<file path="config.mk">
export PLATFORM = sky130hd
export DESIGN_NAME = rgb_fade_sequencer
export DESIGN_NICKNAME = d
export VERILOG_FILES = /design/src/rtl/rgb_fade_sequencer.sv
export SDC_FILE = /design/constraint.sdc
export NUM_CORES = 1
export LEC_CHECK = 0
export CELL_PAD_IN_SITES_DETAIL_PLACEMENT = 0
export CELL_PAD_IN_SITES_GLOBAL_PLACEMENT = 2
export CORE_MARGIN = 1
export CORE_UTILIZATION = 38
export DETAILED_ROUTE_END_ITERATION = 8
export GPL_TIMING_DRIVEN = 1
export PLACE_DENSITY_LB_ADDON = 0.1
export SYNTH_ARGS = -nofsm -noshare
export SYNTH_HDL_FRONTEND = slang
export SYNTH_SLANG_ARGS = --single-unit
</file>
<file path="constraint.sdc">
create_clock -name CLK -period 10.95 [get_ports CLK]
set_input_delay 1.095 -clock CLK [delete_from_list [all_inputs] [get_ports CLK]]
set_output_delay 1.095 -clock CLK [all_outputs]
set_load 0.1 [all_outputs]
</file>
<file path="src/rtl/rgb_fade_sequencer.sv">
// rgb_fade_sequencer: ramps three fill-factor words toward a handshaked target colour, holds, then signals DONE.
module rgb_fade_sequencer #(
    parameter int FILL_FACTOR_MAX      = 255,
    parameter int FILL_FACTOR_BITS_NUM = $clog2(FILL_FACTOR_MAX),
    parameter int STEP                 = 1,
    parameter int HOLD_TICKS           = 0
) (
    input  logic                            CLK,
    input  logic                            CLR,
    input  logic                            CE,
    input  logic                            ABORT,
    input  logic                            IN_VALID,
    output logic                            IN_READY,
    input  logic [FILL_FACTOR_BITS_NUM-1:0] IN_R,
    input  logic [FILL_FACTOR_BITS_NUM-1:0] IN_G,
    input  logic [FILL_FACTOR_BITS_NUM-1:0] IN_B,
    output logic [FILL_FACTOR_BITS_NUM-1:0] R_FILL_FACTOR,
    output logic [FILL_FACTOR_BITS_NUM-1:0] G_FILL_FACTOR,
    output logic [FILL_FACTOR_BITS_NUM-1:0] B_FILL_FACTOR,
    output logic                            BUSY,
    output logic                            DONE
);
    localparam int W = FILL_FACTOR_BITS_NUM;
    localparam logic [1:0] IDLE = 2'd0;
    localparam logic [1:0] FADE = 2'd1;
    localparam logic [1:0] HOLD = 2'd2;
    localparam logic [W-1:0] FF_MAX = W'(FILL_FACTOR_MAX);
    localparam logic [W:0] STEP_W = (W+1)'(STEP);
    localparam logic [W-1:0] STEP_V = W'(STEP);
    localparam logic [15:0] HOLD_V = 16'(HOLD_TICKS);

    logic [1:0] state;
    logic [15:0] hold_cnt;
    logic [2:0][W-1:0] cur, tgt, nxt, in_raw, in_c;
    logic at_tgt;

    // Signed difference keeps the step from overshooting or wrapping in either direction.
    function automatic logic [W-1:0] approach(input logic [W-1:0] c, input logic [W-1:0] t);
        logic signed [W:0] d;
        logic [W:0] mag;
        d = $signed({1'b0, t}) - $signed({1'b0, c});
        mag = d[W] ? $unsigned(-d) : $unsigned(d);
        return (mag <= STEP_W) ? t : (d[W] ? c - STEP_V : c + STEP_V);
    endfunction

    assign in_raw = {IN_B, IN_G, IN_R};
    for (genvar i = 0; i < 3; i++) begin : g_ch
        assign nxt[i] = approach(cur[i], tgt[i]);
        assign in_c[i] = (in_raw[i] > FF_MAX) ? FF_MAX : in_raw[i];
    end
    assign at_tgt = (cur == tgt);

    always_ff @(posedge CLK or negedge CLR) begin
        if (!CLR) begin
            state <= IDLE;
            cur <= '0;
            tgt <= '0;
            hold_cnt <= '0;
            DONE <= 1'b0;
        end else begin
            DONE <= 1'b0;
            if (ABORT) begin
                state <= IDLE;
                hold_cnt <= '0;
            end else if (state == IDLE) begin
                if (IN_VALID) begin
                    tgt <= in_c;
                    state <= FADE;
                end
            end else if (CE && state == FADE) begin
                if (at_tgt) begin
                    state <= (HOLD_TICKS == 0) ? IDLE : HOLD;
                    hold_cnt <= HOLD_V;
                    DONE <= (HOLD_TICKS == 0);
                end else begin
                    cur <= nxt;
                end
            end else if (CE && state == HOLD) begin
                hold_cnt <= hold_cnt - 16'd1;
                if (hold_cnt == 16'd1) begin
                    state <= IDLE;
                    DONE <= 1'b1;
                end
            end
        end
    end

    assign IN_READY = (state == IDLE);
    assign BUSY = (state != IDLE);
    assign R_FILL_FACTOR = cur[0];
    assign G_FILL_FACTOR = cur[1];
    assign B_FILL_FACTOR = cur[2];
endmodule

</file>
After elaboration in Yosys (flattened, before gate mapping)
Index checks and enable logic that the tools add are counted.

Add/subtract/negate cells: 13. Multipliers: 0. Divide/modulo/power cells: 0. Order comparisons: 6. Equal/unequal tests: 8. Shift-type cells: 0. Muxes and demuxes: 30. Bitwise operators: 3. Reductions and logical operators: 11.

Operator list (number): 16-bit two-way mux (5); 8-bit two-way mux (9); 9-bit by 1-bit <= comparator with 1-bit output (second input constant) (3); 9-bit two-way mux (3); 9-bit negation (3); 8-bit by 8-bit subtractor with 9-bit output (3); 8-bit by 1-bit adder with 8-bit output (second input constant) (3); 24-bit equality test (1); 8-bit greater-than comparator (second input constant) (3); 8-bit by 1-bit subtractor with 8-bit output (second input constant) (3); 16-bit by 1-bit equality test with 1-bit output (second input constant) (1); 16-bit by 1-bit subtractor with 16-bit output (second input constant) (1); 2-bit two-way mux (7); 4-bit AND reduction (2); 4-bit nonzero test (2); 1-bit two-way mux (6); 3-bit != test (second input constant) (2); 3-bit AND reduction (2); 4-bit != test (second input constant) (1); 1-bit NOT (3); 3-bit nonzero test (1); 2-bit by 1-bit equality test with 1-bit output (second input constant) (1); 2-bit equality test (second input constant) (1); 1-bit logical AND (2); other kinds (3) (3).

Flip-flop bits (word level): 67. Latch bits: 0. RAM bits: 0. Memory bits (read-only): 0. Bits of input ports: 29. Output and inout port bits: 27. Memories kept: 0.

Depth between registers and ports, before layout
Depth after elaboration: 6. Gate-level depth with buffers: 18. Depth with buffers taken out: 18.

Least setup slack after synthesis
No wires, ideal clock.

Kind: register -> register. Start point: reg cur, in the netlist G_FILL_FACTOR[0]. End point: reg cur, in the netlist G_FILL_FACTOR[7]. Library setup time: 79 ps. Data arrival time: 4440 ps. Required time: 10871 ps. Slack: 6431 ps. Stages on the path, launching flop included: 17. Buffers on the path: 0. Clock period less this slack: 4519 ps. Cells stage by stage: dfrtp_1 -> ha_1 -> inv_1 -> fa_1 -> nand3_1 -> a21oi_1 -> a211oi_1 -> ha_1 -> a21o_1 -> a21oi_1 -> nor2b_1 -> o21a_1 -> o41ai_1 -> xnor2_1 -> nor2_1 -> mux2_2 -> a21oi_1.

Longest elaborated chain between the ends: 5. Elaborated cells on any way between the ends: 11.

Ends and longest elaborated chain: start, declared (RTL line 34) `logic [2:0][W-1:0] cur, tgt, nxt, in_raw, in_c;`; start signal, assigned (RTL line 76) `cur <= nxt;`; 8-bit by 8-bit subtractor with 9-bit output (RTL line 41) `d = $signed({1'b0, t}) - $signed({1'b0, c});`; 9-bit negation (RTL line 42) `mag = d[W] ? $unsigned(-d) : $unsigned(d);`; 9-bit two-way mux (RTL line 42); 9-bit by 1-bit <= comparator with 1-bit output (RTL line 43) `return (mag <= STEP_W) ? t : (d[W] ? c - STEP_V : c + STEP_V);`; 8-bit two-way mux (RTL line 43).

Parallel ways exist; a longest one is shown, timed or not. A chain may end at the register's enable or synchronous reset.

Worst setup path in the final report
Start point: reg cur, in the netlist B_FILL_FACTOR[0]. End point: reg cur, in the netlist B_FILL_FACTOR[7].

The elaborated chain is that of the path after synthesis.

==> metrics <==
run status=finished clean; DRT Wirelength=between 10,000 and 15,000 um; Die ar.=~0.013 mm2; Die W=roughly 110 um; hold path startpoint=tgt[16]; CTS sink count=50; Seq/Total Area, Yosys=26.6%; nature of the critical path startpoint=flip-flop; Die Height=around 110 um; path type of the worst setup path=reg -> reg; crit share post-route=roughly two fifths; count of hold-fix buffers inserted at cts=0; fin. max-slew vios=0; Top-Level Pins=56; global-route wire length before repair=slightly above 20,000 um; IO buf count=55; placer's final routability congestion estimate=between 0.8 and 0.9; buffers inserted during post-CTS setup optimization=0; commonest non-fill, non-tap cells in the layout=sky130_fd_sc_hd__clkdlybuf4s50_1, sky130_fd_sc_hd__dfrtp_1, sky130_fd_sc_hd__ha_1; number of buffers created by CTS=5; Yosys warning count=0; total number of vias=a little under 4,000; Final setup violation count=0; ys async rst share=100%; effective utilization at floorplan=roughly two fifths; area of the mapped netlist=roughly 0.0047 mm2; Mapped Avg Cell Area=8.98 um2; total number of nets in the final design=roughly 650; relative max-transition margin=25.5%; Max Root-Sink Buffers=2; antenna violation net count after detailed routing=0; final critical path time including I/O delays and setup=4.20 ns; pin count of the biggest net entering global routing=55; clock-pin slew of the registers on the worst-case setup and hold paths=about 0.07 ns; share of final-layout standard cells stronger than drive strength 1=approximately 9.9%; cell chosen for the clock root=sky130_fd_sc_hd__clkbuf_16; antenna diode count=0; mean routed wirelength per cell=16.7 um; Pre-Repair DR Iteration Count=4; CTS tree=done; Critical Path End Type=flip-flop; data arrival at the endpoint of the critical path=4.36 ns; measured slew at the worst slew-check pin=between 1 and 1.5 ns; clock latency on the worst-skew pair=0.31 ns; Setup TNS Final=0 ns; startpoint of the worst setup timing path=B_FILL_FACTOR[0]; initial antenna violation count=0; H-tree levels=2; net count of the mapped netlist=603; Worst Path Max Fanout=9; hold crit path type=reg -> reg; number of max-capacitance violations reported=0; Resized cells post-CTS=0; RSZ-0062 raised after global routing=false; floorplan core area=about 0.012 mm2; DRC violation total after the first TritonRoute iteration=between 150 and 200; post-DP HPWL=9280 um; number of global-route vias before repair=between 4,000 and 5,000; remaining design rule violation count=0; Congestion Overflow GR=0; maximum clock rate=between 200 and 250 MHz; number of library cell types mapped by synthesis=70; required time worst endpoint=11.11 ns; worst setup skew after layout=0.00704 ns; launch point of the worst reg-to-reg path=B_FILL_FACTOR[0]; most common library cell in the layout ignoring fill and taps=sky130_fd_sc_hd__clkdlybuf4s50_1; post-DR vias/cell=approximately 5.5; Synth Instances=roughly 520; flop and latch count out of synthesis=50; number of hold violations in the final report=0; overall fraction of global-route tracks in use=20.1%; number of enable flip-flop cells after synthesis=0; Placement Rows=40; area growth from synthesis to final layout=17.4%; dominant synthesized flop cell=sky130_fd_sc_hd__dfrtp_1
registers in the layout, summed over array words and instances (netlist names):
name           cells
tgt               24
state              1
R_FILL_FACTOR      8
DONE               1
G_FILL_FACTOR      8
B_FILL_FACTOR      8
synthesized netlist by cell type (3+ instances only):
cell type | instances | area share, %
sky130_fd_sc_hd__o211ai_1 | 3 | 0.48
sky130_fd_sc_hd__nor3b_1 | 4 | 0.64
sky130_fd_sc_hd__nand3b_1 | 5 | 0.80
sky130_fd_sc_hd__nor2_1 | 38 | 3.0
sky130_fd_sc_hd__o22ai_1 | 4 | 0.53
sky130_fd_sc_hd__xor2_1 | 8 | 1.5
sky130_fd_sc_hd__nor4b_1 | 3 | 0.56
sky130_fd_sc_hd__o21ai_0 | 22 | 2.3
sky130_fd_sc_hd__mux2i_1 | 20 | 4.3
sky130_fd_sc_hd__ha_1 | 45 | 12
sky130_fd_sc_hd__nor2b_1 | 11 | 1.5
sky130_fd_sc_hd__nor3_1 | 8 | 0.85
sky130_fd_sc_hd__a31oi_1 | 6 | 0.80
sky130_fd_sc_hd__fa_1 | 6 | 2.6
sky130_fd_sc_hd__a21oi_1 | 40 | 4.3
sky130_fd_sc_hd__o221ai_1 | 6 | 1.1
sky130_fd_sc_hd__a21o_2 | 3 | 0.56
sky130_fd_sc_hd__a21o_1 | 13 | 2.1
sky130_fd_sc_hd__inv_1 | 42 | 3.4
sky130_fd_sc_hd__mux2_2 | 23 | 5.5
sky130_fd_sc_hd__xnor2_1 | 26 | 4.8
sky130_fd_sc_hd__or2_2 | 7 | 0.93
sky130_fd_sc_hd__dfrtp_1 | 50 | 27
sky130_fd_sc_hd__o21a_1 | 4 | 0.64
sky130_fd_sc_hd__nand3_1 | 18 | 1.9
sky130_fd_sc_hd__clkbuf_1 | 10 | 0.80
sky130_fd_sc_hd__nand4_1 | 6 | 0.80
sky130_fd_sc_hd__nand2_1 | 28 | 2.2
sky130_fd_sc_hd__a211oi_1 | 5 | 0.80
sky130_fd_sc_hd__nand2b_1 | 5 | 0.67
sky130_fd_sc_hd__and3_1 | 7 | 0.93
area by class of cell:
class	instances	area, um2
Clock buffer	6	139
Multi-Input combinational cell	412	3180
Tap cell	147	184
Sequential cell	50	1250
Clock inverter	2	12.5
Timing Repair Buffer	60	583
Inverter	43	164
Fill cell	1197	6490
layer usage:
metal,up-vias,track usage [%],share of wire [%]
li1,1994,-,-
met5,-,0,0
met3,6,3.91,3.3
met4,0,3.51,0.63
met1,1887,27.1,50
met2,66,33.7,46
metrics by stage:
| stage | instance area (um2) | setup slack [ns] | instances | hold slack (ns) | utilization (%) |
|---|---|---|---|---|---|
| floorplan | 4700 | 6.43 | 523 | 0.472 | - |
| global placement | 5370 | 6.87 | 712 | 0.508 | 44.7 |
| detailed placement | 5370 | 6.76 | 712 | 0.514 | 44.7 |
| CTS | 5520 | 6.73 | 720 | 0.521 | 45.9 |
| global route | 5520 | 6.34 | 720 | 0.562 | 45.9 |
| finish | 5520 | 6.75 | 720 | 0.519 | 45.9 |
final timing paths:
kind | slack (ns) | cells past startpoint | to
min reg2reg | 0.52 | 2 | B_FILL_FACTOR[0]
min | 0.52 | 2 | B_FILL_FACTOR[0]
min in group asynchronous | 0.92 | 2 | tgt[13]
max reg2reg | 6.75 | 17 | B_FILL_FACTOR[7]
max in group asynchronous | 9.57 | 2 | B_FILL_FACTOR[3]
max | 6.75 | 17 | B_FILL_FACTOR[7]
critical path, cell delays in order (launching register included):
cell and delay [ns]:
sky130_fd_sc_hd__dfrtp_1 0.44, sky130_fd_sc_hd__ha_1 0.20, sky130_fd_sc_hd__inv_1 0.05, sky130_fd_sc_hd__fa_1 0.45, sky130_fd_sc_hd__a21o_1 0.24, sky130_fd_sc_hd__a221oi_2 0.36, sky130_fd_sc_hd__o21ai_1 0.24, sky130_fd_sc_hd__inv_1 0.33
sky130_fd_sc_hd__ha_1 0.30, sky130_fd_sc_hd__a21o_1 0.18, sky130_fd_sc_hd__a21oi_1 0.23, sky130_fd_sc_hd__nor2b_1 0.08, sky130_fd_sc_hd__o21a_1 0.19, sky130_fd_sc_hd__o41ai_1 0.32, sky130_fd_sc_hd__xnor2_1 0.18, sky130_fd_sc_hd__nand2_1 0.07
sky130_fd_sc_hd__mux2i_1 0.13, sky130_fd_sc_hd__a22oi_1 0.08
logic make-up (layout without fill, tap and decap cells):
logic type	count (synthesis)	count (layout)	share of synthesized area (%)
fa+ha+maj	51	51	14.5
xor+xnor	35	35	6.84
compound gates	131	131	19.3
mux	43	43	9.77
buf+inv	61	111	5.89
simple gates	152	152	17.0
flops	50	50	26.6
Power is left out: the tool's default activity adds up to more than one toggle a clock period on the data nets, which glitch-free logic cannot reach.
